--- src/rtl/apb_uart_csr.sv ---
// APB3 control/status register block for the UART: configuration, TX push, RX pop,
// status and a sticky maskable interrupt, with byte strobes, wait states and error responses.
module apb_uart_csr #(
    parameter int DATA_WIDTH  = 32,
    parameter int ADDR_WIDTH  = 5,
    parameter int WAIT_STATES = 0
) (
    input  logic                    PCLK_i,
    input  logic                    PRESETn_i,
    input  logic [ADDR_WIDTH-1:0]   PADDR_i,
    input  logic                    PWRITE_i,
    input  logic                    PSEL_i,
    input  logic                    PENABLE_i,
    input  logic [DATA_WIDTH-1:0]   PWDATA_i,
    input  logic [DATA_WIDTH/8-1:0] PSTRB_i,
    output logic [DATA_WIDTH-1:0]   PRDATA_o,
    output logic                    PREADY_o,
    output logic                    PSLVERR_o,
    output logic [1:0]              baud_rate_o,
    output logic [1:0]              parity_type_o,
    output logic                    wr_uart_o,
    output logic [7:0]              wr_data_o,
    output logic                    rd_uart_o,
    input  logic [7:0]              rd_data_i,
    input  logic                    tx_fifo_full_i,
    input  logic                    tx_fifo_empty_i,
    input  logic                    rx_fifo_full_i,
    input  logic                    rx_fifo_empty_i,
    input  logic [2:0]              error_flag_i,
    output logic                    irq_o
);

    typedef enum logic {
        ST_IDLE   = 1'b0,
        ST_ACCESS = 1'b1
    } state_t;

    localparam logic [2:0] IDX_TXDATA   = 3'd0;
    localparam logic [2:0] IDX_RXDATA   = 3'd1;
    localparam logic [2:0] IDX_CTRL     = 3'd2;
    localparam logic [2:0] IDX_STATUS   = 3'd3;
    localparam logic [2:0] IDX_INT_EN   = 3'd4;
    localparam logic [2:0] IDX_INT_STAT = 3'd5;
    localparam logic [1:0] WAIT_LOAD    = 2'(WAIT_STATES);

    state_t     state_q, state_d;
    logic [1:0] wait_cnt_q, wait_cnt_d;
    logic [1:0] baud_q, baud_d;
    logic [1:0] parity_q, parity_d;
    logic [4:0] int_en_q, int_en_d;
    logic [2:0] sticky_q, sticky_d;
    logic [7:0] wr_data_q, wr_data_d;
    logic       wr_uart_q, wr_uart_d;
    logic       rd_uart_q, rd_uart_d;
    logic       irq_q, irq_d;

    logic [2:0] reg_idx;
    logic       addr_hi_zero;
    logic       xfer_done;
    logic       access_err;
    logic [7:0] rd_byte;
    logic [4:0] int_stat;
    logic [2:0] sticky_clr;
    logic       wr_commit;
    logic       rd_commit;
    logic       unused_bits;

    assign reg_idx = PADDR_i[4:2];

    // Any address bit above the 32-byte window makes the access unmapped.
    generate
        if (ADDR_WIDTH > 5) begin : g_addr_hi
            assign addr_hi_zero = (PADDR_i[ADDR_WIDTH-1:5] == '0);
        end else begin : g_addr_exact
            assign addr_hi_zero = 1'b1;
        end
    endgenerate

    assign unused_bits = ^{PWDATA_i, PSTRB_i};

    assign int_stat  = {sticky_q, tx_fifo_empty_i, ~rx_fifo_empty_i};
    assign xfer_done = (state_q == ST_ACCESS) && (wait_cnt_q == 2'd0) && PSEL_i && PENABLE_i;
    assign wr_commit = xfer_done && PWRITE_i && !access_err && PSTRB_i[0];
    assign rd_commit = xfer_done && !PWRITE_i && !access_err;

    always_comb begin
        state_d    = state_q;
        wait_cnt_d = wait_cnt_q;
        case (state_q)
            ST_IDLE: begin
                if (PSEL_i && !PENABLE_i) begin
                    state_d    = ST_ACCESS;
                    wait_cnt_d = WAIT_LOAD;
                end
            end
            ST_ACCESS: begin
                if (!PSEL_i) begin
                    state_d = ST_IDLE;
                end else if (wait_cnt_q != 2'd0) begin
                    wait_cnt_d = wait_cnt_q - 2'd1;
                end else if (PENABLE_i) begin
                    state_d = ST_IDLE;
                end
            end
            default: state_d = ST_IDLE;
        endcase
    end

    // A TXDATA write without lane 0 is an error, unlike the other writable registers.
    always_comb begin
        access_err = 1'b0;
        rd_byte    = 8'h00;
        if (!addr_hi_zero || (PADDR_i[1:0] != 2'b00)) begin
            access_err = 1'b1;
        end else begin
            case (reg_idx)
                IDX_TXDATA: begin
                    if (!PWRITE_i || tx_fifo_full_i || !PSTRB_i[0]) access_err = 1'b1;
                end
                IDX_RXDATA: begin
                    if (PWRITE_i || rx_fifo_empty_i) access_err = 1'b1;
                    else                             rd_byte    = rd_data_i;
                end
                IDX_CTRL:     rd_byte = {4'b0000, parity_q, baud_q};
                IDX_STATUS: begin
                    if (PWRITE_i) access_err = 1'b1;
                    else rd_byte = {4'b0000, tx_fifo_full_i, tx_fifo_empty_i,
                                    rx_fifo_full_i, rx_fifo_empty_i};
                end
                IDX_INT_EN:   rd_byte = {3'b000, int_en_q};
                IDX_INT_STAT: rd_byte = {3'b000, int_stat};
                default:      access_err = 1'b1;
            endcase
        end
    end

    always_comb begin
        PRDATA_o = '0;
        if (rd_commit) PRDATA_o[7:0] = rd_byte;
    end

    assign PREADY_o  = xfer_done;
    assign PSLVERR_o = xfer_done && access_err;

    always_comb begin
        baud_d     = baud_q;
        parity_d   = parity_q;
        int_en_d   = int_en_q;
        wr_data_d  = wr_data_q;
        wr_uart_d  = 1'b0;
        rd_uart_d  = 1'b0;
        sticky_clr = 3'b000;
        if (wr_commit) begin
            case (reg_idx)
                IDX_TXDATA: begin
                    wr_uart_d = 1'b1;
                    wr_data_d = PWDATA_i[7:0];
                end
                IDX_CTRL: begin
                    baud_d   = PWDATA_i[1:0];
                    parity_d = PWDATA_i[3:2];
                end
                IDX_INT_EN:   int_en_d   = PWDATA_i[4:0];
                IDX_INT_STAT: sticky_clr = PWDATA_i[4:2];
                default: ;
            endcase
        end
        if (rd_commit && (reg_idx == IDX_RXDATA)) rd_uart_d = 1'b1;
        // OR-ing the new error after the clear lets a simultaneous set win.
        sticky_d = (sticky_q & ~sticky_clr) | error_flag_i;
        irq_d    = |(int_stat & int_en_q);
    end

    always_ff @(posedge PCLK_i or negedge PRESETn_i) begin
        if (!PRESETn_i) begin
            state_q    <= ST_IDLE;
            wait_cnt_q <= 2'd0;
            baud_q     <= 2'b00;
            parity_q   <= 2'b00;
            int_en_q   <= 5'b00000;
            sticky_q   <= 3'b000;
            wr_data_q  <= 8'h00;
            wr_uart_q  <= 1'b0;
            rd_uart_q  <= 1'b0;
            irq_q      <= 1'b0;
        end else begin
            state_q    <= state_d;
            wait_cnt_q <= wait_cnt_d;
            baud_q     <= baud_d;
            parity_q   <= parity_d;
            int_en_q   <= int_en_d;
            sticky_q   <= sticky_d;
            wr_data_q  <= wr_data_d;
            wr_uart_q  <= wr_uart_d;
            rd_uart_q  <= rd_uart_d;
            irq_q      <= irq_d;
        end
    end

    assign baud_rate_o   = baud_q;
    assign parity_type_o = parity_q;
    assign wr_uart_o     = wr_uart_q;
    assign wr_data_o     = wr_data_q;
    assign rd_uart_o     = rd_uart_q;
    assign irq_o         = irq_q;

endmodule

--- config.mk ---
export PLATFORM = sky130hd
export DESIGN_NAME = apb_uart_csr
export DESIGN_NICKNAME = d
export VERILOG_FILES = /design/src/rtl/apb_uart_csr.sv
export SDC_FILE = /design/constraint.sdc
export NUM_CORES = 1
export LEC_CHECK = 0
export ABC_AREA = 1
export BUFFER_PORTS_ARGS = -buffer_cell sky130_fd_sc_hd__buf_2
export CORE_UTILIZATION = 34
export DETAILED_ROUTE_END_ITERATION = 10
export MAX_ROUTING_LAYER = met4
export PLACE_DENSITY = 0.64
export REMOVE_ABC_BUFFERS = 1
export SLEW_MARGIN = 20
export SYNTH_ARGS = -nofsm -noshare
export SYNTH_HDL_FRONTEND = slang
export SYNTH_SLANG_ARGS = --single-unit
--- constraint.sdc ---
create_clock -name PCLK_i -period 1.6 [get_ports PCLK_i]
set_input_delay 0.16 -clock PCLK_i [delete_from_list [all_inputs] [get_ports PCLK_i]]
set_output_delay 0.16 -clock PCLK_i [all_outputs]
set_load 0.01 [all_outputs]
==> metrics.log <==
INFO  metric cts_tree = yes
INFO  metric gp_routability_congestion = 0.808
INFO  metric mostFrequentLayoutCells = 80 x sky130_fd_sc_hd__nand2_1, 58 x sky130_fd_sc_hd__buf_2, 26 x sky130_fd_sc_hd__dfrtp_1
INFO  metric max-cap-violations = 0
INFO  metric drv_slew = 0
INFO  metric ir_drop = 458 uV
INFO  metric postSynthAreaPerCell = 7.38 um2
INFO  metric yosysTopAreaCell = sky130_fd_sc_hd__dfrtp_1
INFO  metric synth-seq-cells = 26
INFO  metric synth_flop_cell = sky130_fd_sc_hd__dfrtp_1
INFO  metric cts_num_sinks = 26
INFO  metric slew_headroom = 59.2%
INFO  metric worstHoldPathType = in -> reg
INFO  metric asyncSetResetFlopFracSynth = 100%
INFO  metric regToRegSetupSlack = 0.05 ns
INFO  metric synth_unique_cells = 27
INFO  metric global_route_wire_length_before_repair = 6830 um
INFO  metric clk_latency = 0.27 ns
INFO  metric globalRouteOverflowTotal = 0
INFO  metric row_count = 25
INFO  metric yosys-top-cells-area = sky130_fd_sc_hd__dfrtp_1 38%, sky130_fd_sc_hd__nand2_1 18%, sky130_fd_sc_hd__buf_4 11%
INFO  metric cts_buffer_depth = 2
INFO  metric final_common_cell = sky130_fd_sc_hd__nand2_1
INFO  metric filler_cell_count = 501
INFO  metric die-area = 5300 um2
INFO  metric timing_worst_slew_pin_value = 0.612 ns
INFO  metric slowest_delay = 0.39 ns
INFO  metric post_synth_inst_count = 231
INFO  metric dpl.hpwl = 3090 um
INFO  metric synthesis_to_layout_area_growth = 32.2%
INFO  metric routed_wl = 4310 um
INFO  metric hold_violations = 0
INFO  metric synth_top_area_share = 38.2%
INFO  metric crit_family = simple AND/OR/NAND/NOR gates
INFO  metric totalNegativeSetupSlack = -0.119 ns
INFO  metric remaining_number_of_nets_flagged_by_the_antenna_check_after_routing = 0
INFO  metric wire_per_inst = 11.6 um
INFO  metric grt_setup_unrepaired = true
INFO  metric finalWorstPathRequiredPeriod = 1.66 ns
INFO  metric detail_route.first_pass.iterations = 4
INFO  metric multiInputGateArea = 918 um2
INFO  metric crit_path_end_kind = output port
INFO  metric cts.clk_slew.worst_paths = 0.09 ns
INFO  metric drc = 0
INFO  metric peak_freq = 604 MHz
INFO  metric core = 4790 um2
INFO  metric final_net_count = 366
INFO  metric worst_setup_path_start_kind = register
INFO  metric crit_fanout = 3
INFO  metric critPathRequiredTime = 1.44 ns
INFO  metric failed_checks = negative setup slack
INFO  metric syn-cell-area = 1710 um2
INFO  metric initialDrtViolationCount = 61
INFO  metric buffer_ports.inserted = 58
INFO  metric drive_above_1_share = 33.3%
INFO  metric syn_warnings = 0
INFO  metric setup-violations-final = 3
INFO  metric seq_area_frac_synth = 38.2%
INFO  metric postLayoutCoreUtil = 47.1%
INFO  metric seq_area = 651 um2
INFO  metric grt_max_degree = 27
INFO  metric synth-edff-count = 0
INFO  metric grt_usage = 17.1%
INFO  metric post_route_clock_skew = 0.00168 ns
INFO  metric initial_core_util = 35.6%
INFO  metric cts.root.buffer_cell = sky130_fd_sc_hd__clkbuf_8
INFO  metric die_h = 72.8 um
INFO  metric viasPerCell = 4.45
INFO  metric path_cells = inv_2 -> ha_4 -> nand4_4 -> nor2_4 -> nand3b_1 -> nor2_1 -> buf_2
INFO  metric run_status = finished with violations
INFO  metric cts-buffers-inserted = 3
INFO  metric grt_antenna_before_repair = 0
INFO  metric critPathArrivalTime = 1.50 ns
INFO  metric insertedDiodeCount = 0
INFO  metric min_period_over_period = 104%
INFO  metric critPathBufInv = 2
INFO  metric vias = 1647
INFO  metric timing_worst_setup_path_type = reg -> out
INFO  metric critical_path.slowest_cell = sky130_fd_sc_hd__dfrtp_1
INFO  metric worst_slack = -0.0560 ns
INFO  metric power_leakage = 1.29 nW
INFO  metric floorplan.die.width = 72.8 um
INFO  metric cellPowerDensity = 706 nW/um2
INFO  metric post_layout_total_power = 1.59 mW
INFO  metric grt_pass1_vias = 1500
INFO  metric num_io_pins = 110
INFO  metric h-tree-depth = 1
## routing by layer
layer / GRT usage (%) / vias to the layer above / wire [um]
li1: - / 837 / -
met1: 21.7 / 744 / 1970
met2: 28.2 / 64 / 2040
met3: 3.73 / 2 / 261
met4: 3.27 / 0 / 29
met5: - / - / 0
## cell families after synthesis
logic type                 synth area share (%)
other                                     0.220
DFF                                        38.2
buffers and inverters                      17.7
and+or+nand+nor                            41.1
AOI/OAI and AO/OA                          2.13
adders and majority gates                 0.734
## metrics by stage
stage                     area (um2)  cells  worst slack (ns)  hold WS, ns
final                           2250    370           -0.0560       0.0627
after global routing            2250    370            -0.132       0.0596
after CTS                       2140    363           -0.0911       0.0574
after detailed placement        2010    356            0.0397        0.218
after global placement          2010    356            0.0754        0.208
after floorplan                 1570    225            0.0508       -0.136
## state kept, by name (all words and copies together) (netlist names)
signal / cells
wr_data_o: 8
state_q: 1
irq_o: 1
sticky_q: 3
parity_type_o: 2
int_en_q: 5
wr_uart_o: 1
rd_uart_o: 1
wait_cnt_q: 2
baud_rate_o: 2
## synth_stat cells (all sizes together) (2+ instances only)
cell type	count
buf	29
dfrtp	26
inv	20
nand2	84
nand3	15
nand3b	2
nand4	20
nor2	24
nor3	2
o21ai	2
## worst register-to-register path: stages (launching register included)
cell and delay, ns:
sky130_fd_sc_hd__dfrtp_1 0.39, sky130_fd_sc_hd__inv_2 0.08, sky130_fd_sc_hd__ha_4 0.14, sky130_fd_sc_hd__nand4_4 0.11
sky130_fd_sc_hd__buf_4 0.18, sky130_fd_sc_hd__nor2_4 0.11, sky130_fd_sc_hd__buf_4 0.14, sky130_fd_sc_hd__clkbuf_16 0.14
sky130_fd_sc_hd__nand3_2 0.06, sky130_fd_sc_hd__nand2_1 0.06, sky130_fd_sc_hd__nand2_1 0.04
## worst paths after layout
path	cells past startpoint	endpoint	startpoint
worst min register to register	2	wr_data_o[7]	wr_data_o[7]
worst min-delay path	3	sticky_q[1]	error_flag_i[1]
worst max register to register	10	sticky_q[0]	wait_cnt_q[1]
min in group asynchronous	2	sticky_q[1]	PRESETn_i
max in group asynchronous	2	rd_uart_o	PRESETn_i
worst max-delay path	7	PRDATA_o[5]	wait_cnt_q[1]
## power breakdown
part	internal [mW]	total, mW	switching, mW
Sequential	0.682	0.700	0.0174
Clock	0.335	0.554	0.219
Combinational	0.138	0.338	0.199
Total	1.16	1.59	0.436
## what timing repair did
action	4_1_cts	5_1_grt
gates resized for setup	8	10
setup endpoints to repair	8	24
hold buffers	1	0
gates cloned	0	2
hold endpoints to repair	26	0
pin swaps	9	2
buffers inserted	2	5
## cell type report
| cell class | count | area share [%] |
|---|---|---|
| well taps | 67 | 3.72 |
| clock buffers | 3 | 1.83 |
| multi-input cells | 179 | 40.7 |
| inverters | 21 | 3.50 |
| clock inverters | 1 | 1.33 |
| flip-flops and latches | 26 | 28.9 |
| repair buffers | 73 | 20.0 |
Note: power is estimated with default switching activity, not from simulation.
